File: config.mk
export PLATFORM = sky130hd
export DESIGN_NAME = anton_neopixel_sequencer
export DESIGN_NICKNAME = d
export VERILOG_FILES = /design/src/rtl/anton_neopixel_pkg.sv /design/src/rtl/anton_neopixel_reset_timer.sv /design/src/rtl/anton_neopixel_sequencer.sv
export SDC_FILE = /design/constraint.sdc
export NUM_CORES = 1
export LEC_CHECK = 0
export ABC_CLOCK_PERIOD_IN_PS = 7140
export CAP_MARGIN = 25
export CORE_MARGIN = 2
export CORE_UTILIZATION = 53
export DETAILED_ROUTE_END_ITERATION = 10
export PLACE_DENSITY = 0.89
export SLEW_MARGIN = 0
export SYNTH_ARGS = -nofsm -noshare
export SYNTH_HDL_FRONTEND = slang
export SYNTH_HIERARCHICAL = 1
export SYNTH_SLANG_ARGS = --single-unit
File: constraint.sdc
create_clock -name clk7mhz -period 7.14 [get_ports clk7mhz]
set_input_delay 0.714 -clock clk7mhz [delete_from_list [all_inputs] [get_ports clk7mhz]]
set_output_delay 0.714 -clock clk7mhz [all_outputs]
set_load 0.05 [all_outputs]
File: src/rtl/anton_neopixel_pkg.sv
// Shared definitions for the NeoPixel sequencer: FSM state encoding,
// default timing constants and a constant-evaluable ceil(log2) helper.
package anton_neopixel_pkg;

    typedef enum logic [2:0] {
        ST_IDLE  = 3'd0,
        ST_FETCH = 3'd1,
        ST_WAIT  = 3'd2,
        ST_OFFER = 3'd3,
        ST_RESET = 3'd4,
        ST_DONE  = 3'd5
    } np_state_t;

    localparam int unsigned NP_PIXELS_MAX_DEFAULT  = 66;
    // 600 cycles of clk7mhz is roughly 86 us of latch time on the strip.
    localparam int unsigned NP_RESET_DELAY_DEFAULT = 600;

    function automatic int unsigned np_clog2(input int unsigned value);
        int unsigned bits;
        bits = 0;
        while ((64'd1 << bits) < 64'(value)) bits++;
        return bits;
    endfunction

endpackage

File: src/rtl/anton_neopixel_reset_timer.sv
// Strip-reset (latch) phase timer: busy for exactly DELAY cycles after a
// start pulse, with a one-cycle done pulse on the final busy cycle.
module anton_neopixel_reset_timer
    import anton_neopixel_pkg::*;
#(
    parameter int unsigned DELAY = NP_RESET_DELAY_DEFAULT
) (
    input  logic clk7mhz,
    input  logic resetN,
    input  logic start,
    input  logic clear,
    output logic busy,
    output logic done
);

    localparam int unsigned CNT_BITS = np_clog2(DELAY + 1);

    logic [CNT_BITS-1:0] count;

    assign done = busy && (count == CNT_BITS'(DELAY - 1));

    always_ff @(posedge clk7mhz or negedge resetN) begin
        if (!resetN) begin
            busy  <= 1'b0;
            count <= '0;
        end else if (clear) begin
            busy  <= 1'b0;
            count <= '0;
        end else if (start) begin
            busy  <= 1'b1;
            count <= '0;
        end else if (done) begin
            busy  <= 1'b0;
            count <= '0;
        end else if (busy) begin
            count <= count + CNT_BITS'(1);
        end
    end

endmodule

File: src/rtl/anton_neopixel_sequencer.sv
// Walks the pixel buffer, hands each byte to the serializer with a
// valid/ready handshake, then holds the strip in reset to latch the frame.
module anton_neopixel_sequencer
    import anton_neopixel_pkg::*;
#(
    parameter  int unsigned PIXELS_MAX  = NP_PIXELS_MAX_DEFAULT,
    parameter  int unsigned RESET_DELAY = NP_RESET_DELAY_DEFAULT,
    localparam int unsigned PIXELS_BITS = np_clog2(PIXELS_MAX)
) (
    input  logic                   clk7mhz,
    input  logic                   resetN,
    input  logic                   ctrlRun,
    input  logic                   ctrlLoop,
    input  logic                   ctrlLimit,
    input  logic                   ctrlInit,
    input  logic [15:0]            regMax,
    output logic [PIXELS_BITS-1:0] pixelAddr,
    output logic                   pixelRead,
    input  logic [7:0]             pixelData,
    output logic                   pixelValid,
    input  logic                   pixelReady,
    output logic [7:0]             pixelValue,
    output logic                   stateReset,
    output logic                   stateOff,
    output logic                   frameDone
);

    localparam logic [PIXELS_BITS-1:0] LAST_MAX = PIXELS_BITS'(PIXELS_MAX - 1);

    np_state_t              state, state_next;
    logic [PIXELS_BITS-1:0] index, index_next;
    logic [PIXELS_BITS-1:0] last_idx, last_next;
    logic [PIXELS_BITS-1:0] last_sel;
    logic [7:0]             pixel_value;
    logic                   timer_start, timer_clear, timer_busy, timer_done;

    always_comb begin
        last_sel = LAST_MAX;
        if (ctrlLimit && (regMax < 16'(PIXELS_MAX - 1))) begin
            last_sel = regMax[PIXELS_BITS-1:0];
        end
    end

    always_ff @(posedge clk7mhz or negedge resetN) begin
        if (!resetN) begin
            state       <= ST_IDLE;
            index       <= '0;
            last_idx    <= '0;
            pixel_value <= '0;
        end else begin
            state    <= state_next;
            index    <= index_next;
            last_idx <= last_next;
            if (state == ST_WAIT) begin
                pixel_value <= pixelData;
            end
        end
    end

    always_comb begin
        state_next  = state;
        index_next  = index;
        last_next   = last_idx;
        timer_start = 1'b0;
        timer_clear = 1'b0;
        pixelRead   = 1'b0;
        pixelValid  = 1'b0;
        frameDone   = 1'b0;
        unique case (state)
            ST_IDLE: begin
                if (ctrlRun) begin
                    state_next = ST_FETCH;
                    index_next = '0;
                    last_next  = last_sel;
                end
            end
            ST_FETCH: begin
                pixelRead  = 1'b1;
                state_next = ST_WAIT;
            end
            ST_WAIT: begin
                state_next = ST_OFFER;
            end
            ST_OFFER: begin
                pixelValid = 1'b1;
                if (pixelReady) begin
                    if (index < last_idx) begin
                        index_next = index + PIXELS_BITS'(1);
                        state_next = ST_FETCH;
                    end else begin
                        index_next  = '0;
                        state_next  = ST_RESET;
                        timer_start = 1'b1;
                    end
                end
            end
            ST_RESET: begin
                if (timer_done) begin
                    frameDone = 1'b1;
                    if (ctrlRun && ctrlLoop) begin
                        state_next = ST_FETCH;
                        last_next  = last_sel;
                    end else begin
                        state_next = ST_DONE;
                    end
                end
            end
            ST_DONE: begin
                if (!ctrlRun) begin
                    state_next = ST_IDLE;
                end
            end
            default: state_next = ST_IDLE;
        endcase
        // Abort overrides whatever the state decided this cycle.
        if (ctrlInit) begin
            state_next  = ST_IDLE;
            index_next  = '0;
            timer_start = 1'b0;
            timer_clear = 1'b1;
            frameDone   = 1'b0;
        end
    end

    anton_neopixel_reset_timer #(
        .DELAY(RESET_DELAY)
    ) u_reset_timer (
        .clk7mhz (clk7mhz),
        .resetN  (resetN),
        .start   (timer_start),
        .clear   (timer_clear),
        .busy    (timer_busy),
        .done    (timer_done)
    );

    assign pixelAddr  = index;
    assign pixelValue = pixel_value;
    assign stateReset = timer_busy;
    assign stateOff   = (state == ST_IDLE);

endmodule

* Yosys cells after proc, flatten, opt, wreduce, memory -nomap -nowiden
Cells that the tools add are included.
** Operators by class
- Add/subtract/negate cells :: 2
- Multipliers :: 0
- Div/mod/pow operators :: 0
- Magnitude comparators :: 2
- Equality and inequality tests :: 13
- Shift operators :: 0
- Multiplexer cells :: 35
- Bitwise operators :: 0
- Reduce and logical (&&, ||, !) cells :: 11
** Operators by type and width (number)
- 7-bit 2-to-1 mux :: 8
- 10-bit 2-to-1 mux :: 4
- 7-bit one-hot mux with 2 select lines :: 2
- 3-bit 2-to-1 mux :: 7
- 3-bit one-hot mux with 6 select lines :: 1
- 16-bit by 7-bit less-than comparator with 1-bit output, second input constant :: 1
- 1-bit 2-to-1 mux :: 13
- 3-bit != test, second input constant :: 4
- 10-bit by 1-bit adder with 10-bit output, second input constant :: 1
- 10-bit == test, second input constant :: 1
- 4-bit AND reduction :: 2
- 7-bit by 1-bit adder with 7-bit output, second input constant :: 1
- 7-bit less-than comparator :: 1
- 3-bit by 2-bit == test with 1-bit output, second input constant :: 2
- 3-bit == test, second input constant :: 2
- 2-bit != test, second input constant :: 3
- 3-bit nonzero test :: 2
- 4-bit nonzero test :: 1
- 3-bit by 1-bit == test with 1-bit output, second input constant :: 1
- 1-bit logical AND :: 3
- 3-bit zero test :: 1
- 3-bit AND reduction :: 1
- 2-bit nonzero test :: 1
** Word-level totals
- Bits in registers :: 36
- Latch bits :: 0
- Memory bits (writable) :: 0
- ROM bits :: 0
- Input bits :: 31
- Output and inout bits :: 20
- Word-level logic and storage cells :: 69
- Memories :: 0

* Logic depth before layout (Yosys ltp)
Gate-level depths: netlist of the first run.
- Depth after elaboration :: 7
- Depth in mapped cells :: 11

* Cells and area by module
Netlist of the first run, hierarchy kept.
** Modules (own cells, without submodules)
- anton_neopixel_sequencer :: instances 1, cells each 142, area each 1418.9 sq um
- anton_neopixel_reset_timer :: instances 1, cells each 67, area each 605.6 sq um

* Worst setup path before layout of the first run
Ideal clock, no wire load.
- Kind :: register to output
- Start point :: register u_reset_timer.count[0]
- End point :: output port frameDone
- Arrival :: 1.959 ns
- Setup slack :: 4.467 ns
- Cell stages (with the launch flop) :: 7
- Buffers on the path :: 1
- Cell sequence :: dfrtp_1 ha_1 nand4b_1 or4_1 buf_6 nor2_1 and4b_1
** Between the ends
- Longest elaborated chain between the ends :: 5
** RTL lines
- from (decl) :: RTL line anton_neopixel_reset_timer.sv:18 : logic [CNT_BITS-1:0] count;
- from (signal assigned) :: RTL line anton_neopixel_reset_timer.sv:36 : count <= count + CNT_BITS'(1);
- 10-bit == test :: RTL line anton_neopixel_reset_timer.sv:20 : assign done = busy && (count == CNT_BITS'(DELAY - 1));
- 1-bit logical AND :: RTL line anton_neopixel_reset_timer.sv:20
- via timer_done :: RTL line anton_neopixel_sequencer.sv:35 : logic timer_start, timer_clear, timer_busy, timer_done;
- 1-bit 2-to-1 mux :: RTL line anton_neopixel_sequencer.sv:98 : if (timer_done) begin
- 1-bit 2-to-1 mux :: RTL line anton_neopixel_sequencer.sv:69 : unique case (state)
- 1-bit 2-to-1 mux :: RTL line anton_neopixel_sequencer.sv:116 : if (ctrlInit) begin
- to (decl) :: RTL line anton_neopixel_sequencer.sv:25 : output logic frameDone
The timed path passes the listed nets, and every way through them passes these cells.

* Worst setup path in the final report of the first run
Ends and elaborated chain as after synthesis.

==> flow_summary_export.csv, run 1 <==
group,metric,value,unit
outcome,status,"finished clean",
critical_path,crit_chain,"ha_1, nand4b_1, or4_1, nor2_1, and4b_1, clkdlybuf4s50_1",
die,ios,51,
synthesis,synth_area,2024,um2
timing,timing.fmax,270.2,MHz
clock_network,tritoncts,"done",
hold_path,holdPathStages,1,
finish,fillers,258,
die,initial_utilization,55.30,%
clock_network,cts_resized,0,
detailed_routing,vias,1736,
synthesis,yosysUniqueCellTypes,46,
finish,multi_input_area,1021,um2
timing,tightestPinTransition,515.3,ps
timing,relSlewSlack,65.57,%
grt,antenna_found_initial,0,
synthesis,syn_area_per_cell,9.686,um2
detailed_routing,ant_nets,0,
timing,timing.final.max_slew_violations,0,
die,die_h,65.81,um
detailed_routing,drtIter0Drc,102,
critical_path,reg2reg_to,"last_idx[5]",
hold_path,min_from,"last_idx[4]",
place,placed_area,2535,um2
detailed_routing,viasPerCell,5.673,
timing,min_period_over_period,51.83,%
clock_network,hold_buffers,0,
power_and_ir_drop,power,0.7245,mW
clock_network,cts_setup_buffers,0,
critical_path,cp-end-kind,"primary output",
die,die_w,65.81,um
clock_network,numCtsBuffers,5,
critical_path,start_kind,"register",
die,core,3661,um2
die,dieArea,4330,um2
clock_network,cts_sinks,36,
grt,globalRouteOverflowTotal,0,
timing,fin_worst_skew,7.564,ps
timing,rsz0062_at_grt,"false",
synthesis,yosysSeqAreaShare,44.50,%
power_and_ir_drop,p_per_area,272.3,nW/um2
finish,layout.nets,296,
synthesis,async_flop_share,100.0,%
finish,final_cell_area,2661,um2
critical_path,cp.required,6430,ps
critical_path,timing.rr.start,"u_reset_timer/count[0]",
timing,finalSetupViolCount,0,
detailed_routing,dr.pass1.iters,4,
power_and_ir_drop,ir_worst_vdd,0.3016,mV
clock_network,cts_max_level,2,
finish,num_antenna_cells,0,
synthesis,synth-edff-count,0,
critical_path,cpMaxStageDelayCell,"clkdlybuf4s50_1",
synthesis,ys_ff_latch,36,
clock_network,clk_path_buf_depth,2,
clock_network,cts-root-buf,"clkbuf_8",
detailed_routing,wl_per_cell,14.93,um
finish,seq_area,900.9,um2
die,num_rows,22,
clock_network,clk_latency,290,ps
detailed_routing,drc,0,
job,cap_violations,0,
critical_path,critPathMaxFanout,8,
place,portBuffers,50,
power_and_ir_drop,p_leak,1.111,nW
timing,period_needed,3701,ps
synthesis,synth_nets,248,
grt,grt_pass1_wl,7886,um
critical_path,max_stage_delay,800,ps
hold_path,hp-class,"register to register",
synthesis,syn_inst,209,
critical_path,reg2reg_setup_slack,4400,ps
place,routabilityCongestion,0.8358,
critical_path,crit_type,"register to primary output",
timing,hold_violations,0,
critical_path,r2r_cells,9,
clock_network,path_clk_slew,70,ps
place,hpwl,3218,um
timing,tns,0,ps
critical_path,crit_arrival,2990,ps
finish,syn_to_final_growth,31.46,%
synthesis,synthFlopType,"dfrtp_1",
grt,grt_max_degree,37,
grt,grtUsageTotal,24.13,%
hold_path,hold_end,"last_idx[4]",
grt,grt_pass1_vias,1731,
finish,drive_gt1_share,10.85,%
synthesis,ys_warn_count,6,
detailed_routing,drt-total-wl,4568,um
## placed cells by master (no fill, tap or decap), types with 2 or more instances in the layout
| cell type | count |
|---|---|
| a22o_2 | 3 |
| a21oi_2 | 2 |
| a21oi_1 | 9 |
| mux2_2 | 8 |
| nor4_1 | 3 |
| or4_1 | 2 |
| inv_1 | 12 |
| a211oi_1 | 2 |
| a31oi_1 | 3 |
| nand3_1 | 9 |
| xnor2_1 | 5 |
| nand4_1 | 5 |
| nor3_1 | 5 |
| o21ai_0 | 6 |
| o31ai_1 | 2 |
| nor2_1 | 20 |
| a22o_1 | 5 |
| o22ai_1 | 2 |
| nor2b_1 | 2 |
| nand3b_1 | 4 |
| xor2_1 | 4 |
| dfrtp_1 | 36 |
| clkdlybuf4s50_1 | 50 |
| ha_1 | 8 |
| and4b_1 | 2 |
| and3_1 | 5 |
| nand2_1 | 17 |
| nor3b_1 | 3 |
| clkbuf_8 | 7 |
## per-stage QoR
step / setup WS [ps] / hold slack, ps / util, % / instances
2_1_floorplan: 4467 / 418.4 / - / 209
3_3_place_gp: 3831 / 488.4 / 69.24 / 298
3_5_place_dp: 3770 / 498.4 / 69.24 / 298
4_1_cts: 3439 / 514.5 / 72.69 / 306
5_1_grt: 3259 / 542.5 / 72.69 / 306
6_report: 3439 / 510.4 / 72.69 / 306
## Yosys cell counts, drive strengths merged (2+ instances only)
cell    number  area [um2]
a211oi       3       35.03
a21oi       11       62.56
a22o         8       73.82
a31oi        3       18.77
and3         6       38.79
and4b        2       20.02
buf          7       46.29
clkbuf       3       11.26
dfrtp       36       900.9
ha           8       100.1
inv         12       45.04
mux2         8       90.09
nand2       17       63.81
nand3        9       45.04
nand3b       4       30.03
nand4        5       31.28
nor2        21       81.33
nor2b        2       12.51
nor3         5       25.02
nor3b        3       22.52
nor4         3       18.77
o21ai        6       30.03
o22ai        2       12.51
o31ai        2       15.01
or4          2       15.01
xnor2        5       43.79
xor2         4       35.03
## report_power, final
part           switching [mW]  leakage (nW)  internal, mW  total [mW]
combinational           0.165         0.574         0.103       0.267
sequential             0.0286         0.472         0.233       0.261
clock                  0.0724        0.0645         0.123       0.196
total                   0.266          1.11         0.459       0.725
## cell families (layout without fill, tap and decap cells)
logic type               count (synthesis)  count (layout)  synth area share, %
adder cells (fa/ha/maj)                  8               8                4.945
AO/OA/AOI/OAI                           41              41                14.83
flip-flops                              36              36                44.50
AND/OR/NAND/NOR                         84              84                21.82
XOR/XNOR                                 9               9                3.893
buffers and inverters                   22              71                5.068
multiplexers                             9               9                4.945
## how the worst max path moves through the flow
stage                      startpoint        end  slack (ps)  cells past startpoint
3_5_place_dp   u_reset_timer/count[0]  frameDone        3770                      6
6_report       u_reset_timer/count[0]  frameDone        3440                      6
2_1_floorplan  u_reset_timer/count[0]  frameDone        4470                      6
3_3_place_gp   u_reset_timer/count[0]  frameDone        3830                      6
5_1_grt        u_reset_timer/count[0]  frameDone        3260                      6
4_1_cts        u_reset_timer/count[0]  frameDone        3440                      6
## sequential cells by signal, summed over array words and instances, names as in the netlist
| signal | count |
|---|---|
| pixelValue | 8 |
| state | 3 |
| u_reset_timer/busy | 1 |
| u_reset_timer/count | 10 |
| pixelAddr | 7 |
| last_idx | 7 |
## routing by layer
metal	up-vias	share of wire (%)	GRT usage, %
met5	-	0	0
met4	0	1.2	7.292
met3	6	6.6	7.325
met2	70	49	37.88
met1	818	44	32.14
li1	842	-	-
## final cells by class
type / count / area share (%)
well taps: 48 / 2.257
multi-input cells: 151 / 38.36
inverters: 12 / 1.693
clock inverters: 1 / 1.128
repair buffers: 51 / 19.09
clock buffers: 7 / 3.620
flip-flops and latches: 36 / 33.85
## critical path: cells and delay by family (launching register included)
kind | cells | cell delay, ps
and+or+nand+nor | 4 | 1220
DFF | 1 | 420
buffers and inverters | 1 | 800
adders and majority gates | 1 | 260
(Power assumes the default switching activity.)
==> inputs of run 2 (changes only) <==
Settings changed: ABC_CLOCK_PERIOD_IN_PS 7140 to 3600, CORE_UTILIZATION 53 to 49, PLACE_DENSITY 0.89 to 0.84.
Clock period 7.14 ns to 3.6 ns, I/O delays scaled along.
==> run 2 against run 1 <==
  * Hold slack worse by 31 ps
  * Sequential share of layout area about the same
  * Die area up 7.6%
  * Global-route usage down 2.1 points
  * First-iteration DRC count up 0.98%
  * Total power up 98%
  * Combinational power up 98%
  * Sequential power up 98%
==> flow_summary_export.csv, run 2 (same netlist as run 1, synthesis figures left out) <==
group,metric,value,unit
critical_path,reg2reg_setup_slack,910,ps
critical_path,critPathLaunch,"u_reset_timer/count[0]",
die,num_rows,23,
clock_network,cts_resized,0,
timing,tns,0,ps
critical_path,crit_chain,"ha_1, nand4b_1, or4_1, nor2_1, and4b_1, clkdlybuf4s50_1",
grt,met2_usage,35.07,%
critical_path,cp.required,3240,ps
grt,grt_max_degree,37,
critical_path,start_kind,"register",
power_and_ir_drop,ir_worst_vdd,0.4655,mV
critical_path,reg2reg_to,"last_idx[3]",
clock_network,clk_path_buf_depth,2,
detailed_routing,drc,0,
clock_network,path_clk_slew,70,ps
critical_path,r2r_cells,9,
die,die_w,68.28,um
finish,layout.nets,296,
timing,rsz0062_at_grt,"false",
job,cap_violations,0,
grt,grt_pass1_vias,1641,
grt,antenna_found_initial,0,
finish,layout_commonest_cell,"clkdlybuf4s50_1",
detailed_routing,vias,1751,
die,dieArea,4661,um2
grt,grtUsageTotal,22.02,%
detailed_routing,dr.pass1.iters,4,
finish,num_antenna_cells,0,
finish,drive_gt1_share,10.85,%
power_and_ir_drop,power,1.434,mW
power_and_ir_drop,p_leak,1.111,nW
critical_path,max_stage_delay,810,ps
timing,timing.fmax,295.2,MHz
place,placed_area,2537,um2
critical_path,cp-end-kind,"primary output",
timing,period_needed,3387,ps
grt,grt-busiest-layer,"met2",
place,portBuffers,50,
detailed_routing,drtIter0Drc,103,
timing,finalSetupViolCount,0,
die,ios,51,
critical_path,critPathMaxFanout,8,
place,hpwl,3383,um
grt,grt_pass1_wl,7603,um
grt,grt_util_met1,28.86,%
clock_network,hold_buffers,0,
detailed_routing,viasPerCell,5.685,
critical_path,crit_arrival,3030,ps
timing,timing.final.max_slew_violations,0,
clock_network,cts_setup_buffers,0,
critical_path,crit_type,"register to primary output",
critical_path,cpMaxStageDelayCell,"clkdlybuf4s50_1",
clock_network,cts-root-buf,"clkbuf_8",
finish,fillers,324,
timing,relSlewSlack,64.67,%
finish,top_register,"u_reset_timer/count",
clock_network,numCtsBuffers,5,
clock_network,tritoncts,"done",
critical_path,timing.rr.start,"u_reset_timer/count[0]",
timing,tightestPinTransition,528.3,ps
timing,min_period_over_period,94.09,%
die,core,4000,um2
clock_network,cts_max_level,2,
finish,final_cell_mix,"50 x clkdlybuf4s50_1, 36 x dfrtp_1, 20 x nor2_1",
die,die_h,68.28,um
timing,hold_violations,0,
detailed_routing,drt-total-wl,4614,um
place,routabilityCongestion,0.8465,
grt,gr-usage-met3,6.908,%
detailed_routing,wl_per_cell,14.98,um
timing,fin_worst_skew,8.385,ps
finish,syn_to_final_growth,31.58,%
clock_network,cts_sinks,36,
finish,largest_reg_flops,10,
die,initial_utilization,50.61,%
power_and_ir_drop,p_per_area,538.3,nW/um2
detailed_routing,ant_nets,0,
timing,finalHoldWorstSlack,479.3,ps
hold_path,hp-class,"input port to async pin",
clock_network,clk_latency,290,ps
outcome,status,"finished clean",
finish,final_cell_area,2664,um2
grt,globalRouteOverflowTotal,0,
==> run 2: area by class of cell <==
class	instances	area, um2	share of cell area (%)
multi-input combinational	151	1021	38.33
sequential	36	900.9	33.82
tap	50	62.56	2.349
clock inverter	1	30.03	1.127
inverter	12	45.04	1.691
timing repair buffer	51	508.0	19.07
clock buffer	7	96.34	3.617
==> run 2: how the worst max path moves through the flow <==
stage                                   to  slack (ps)  depth (start not counted)
floorplan           u_reset_timer/count[4]        1240                          8
global placement                 frameDone         630                          6
detailed placement               frameDone         560                          6
CTS                              frameDone         210                          6
global route                     frameDone          80                          6
finish                           frameDone         210                          6
==> run 2: metrics by stage <==
step	instances	setup WS, ps	utilization (%)
after floorplan	209	1236	-
after global placement	300	631.4	63.43
after detailed placement	300	564.1	63.43
after CTS	308	213.5	66.59
after global routing	308	78.68	66.59
final	308	212.8	66.59
==> run 2: critical path: cells and delay by family, from the launching register on <==
kind	cells	cell delay [ps]
adders and majority gates	1	270
buffers and inverters	1	810
DFF	1	430
and+or+nand+nor	4	1240
==> run 2: report_power, final <==
part | total [mW] | internal, mW | switching [mW]
logic | 0.529 | 0.204 | 0.325
clock network | 0.389 | 0.244 | 0.145
registers | 0.516 | 0.462 | 0.0544
==> run 2: routing by layer <==
layer  up-vias  routed length, um
met3         2                241
met2        50               2314
met1       849               2031
li1        850                  -
met4         0                 26
met5         -                  0
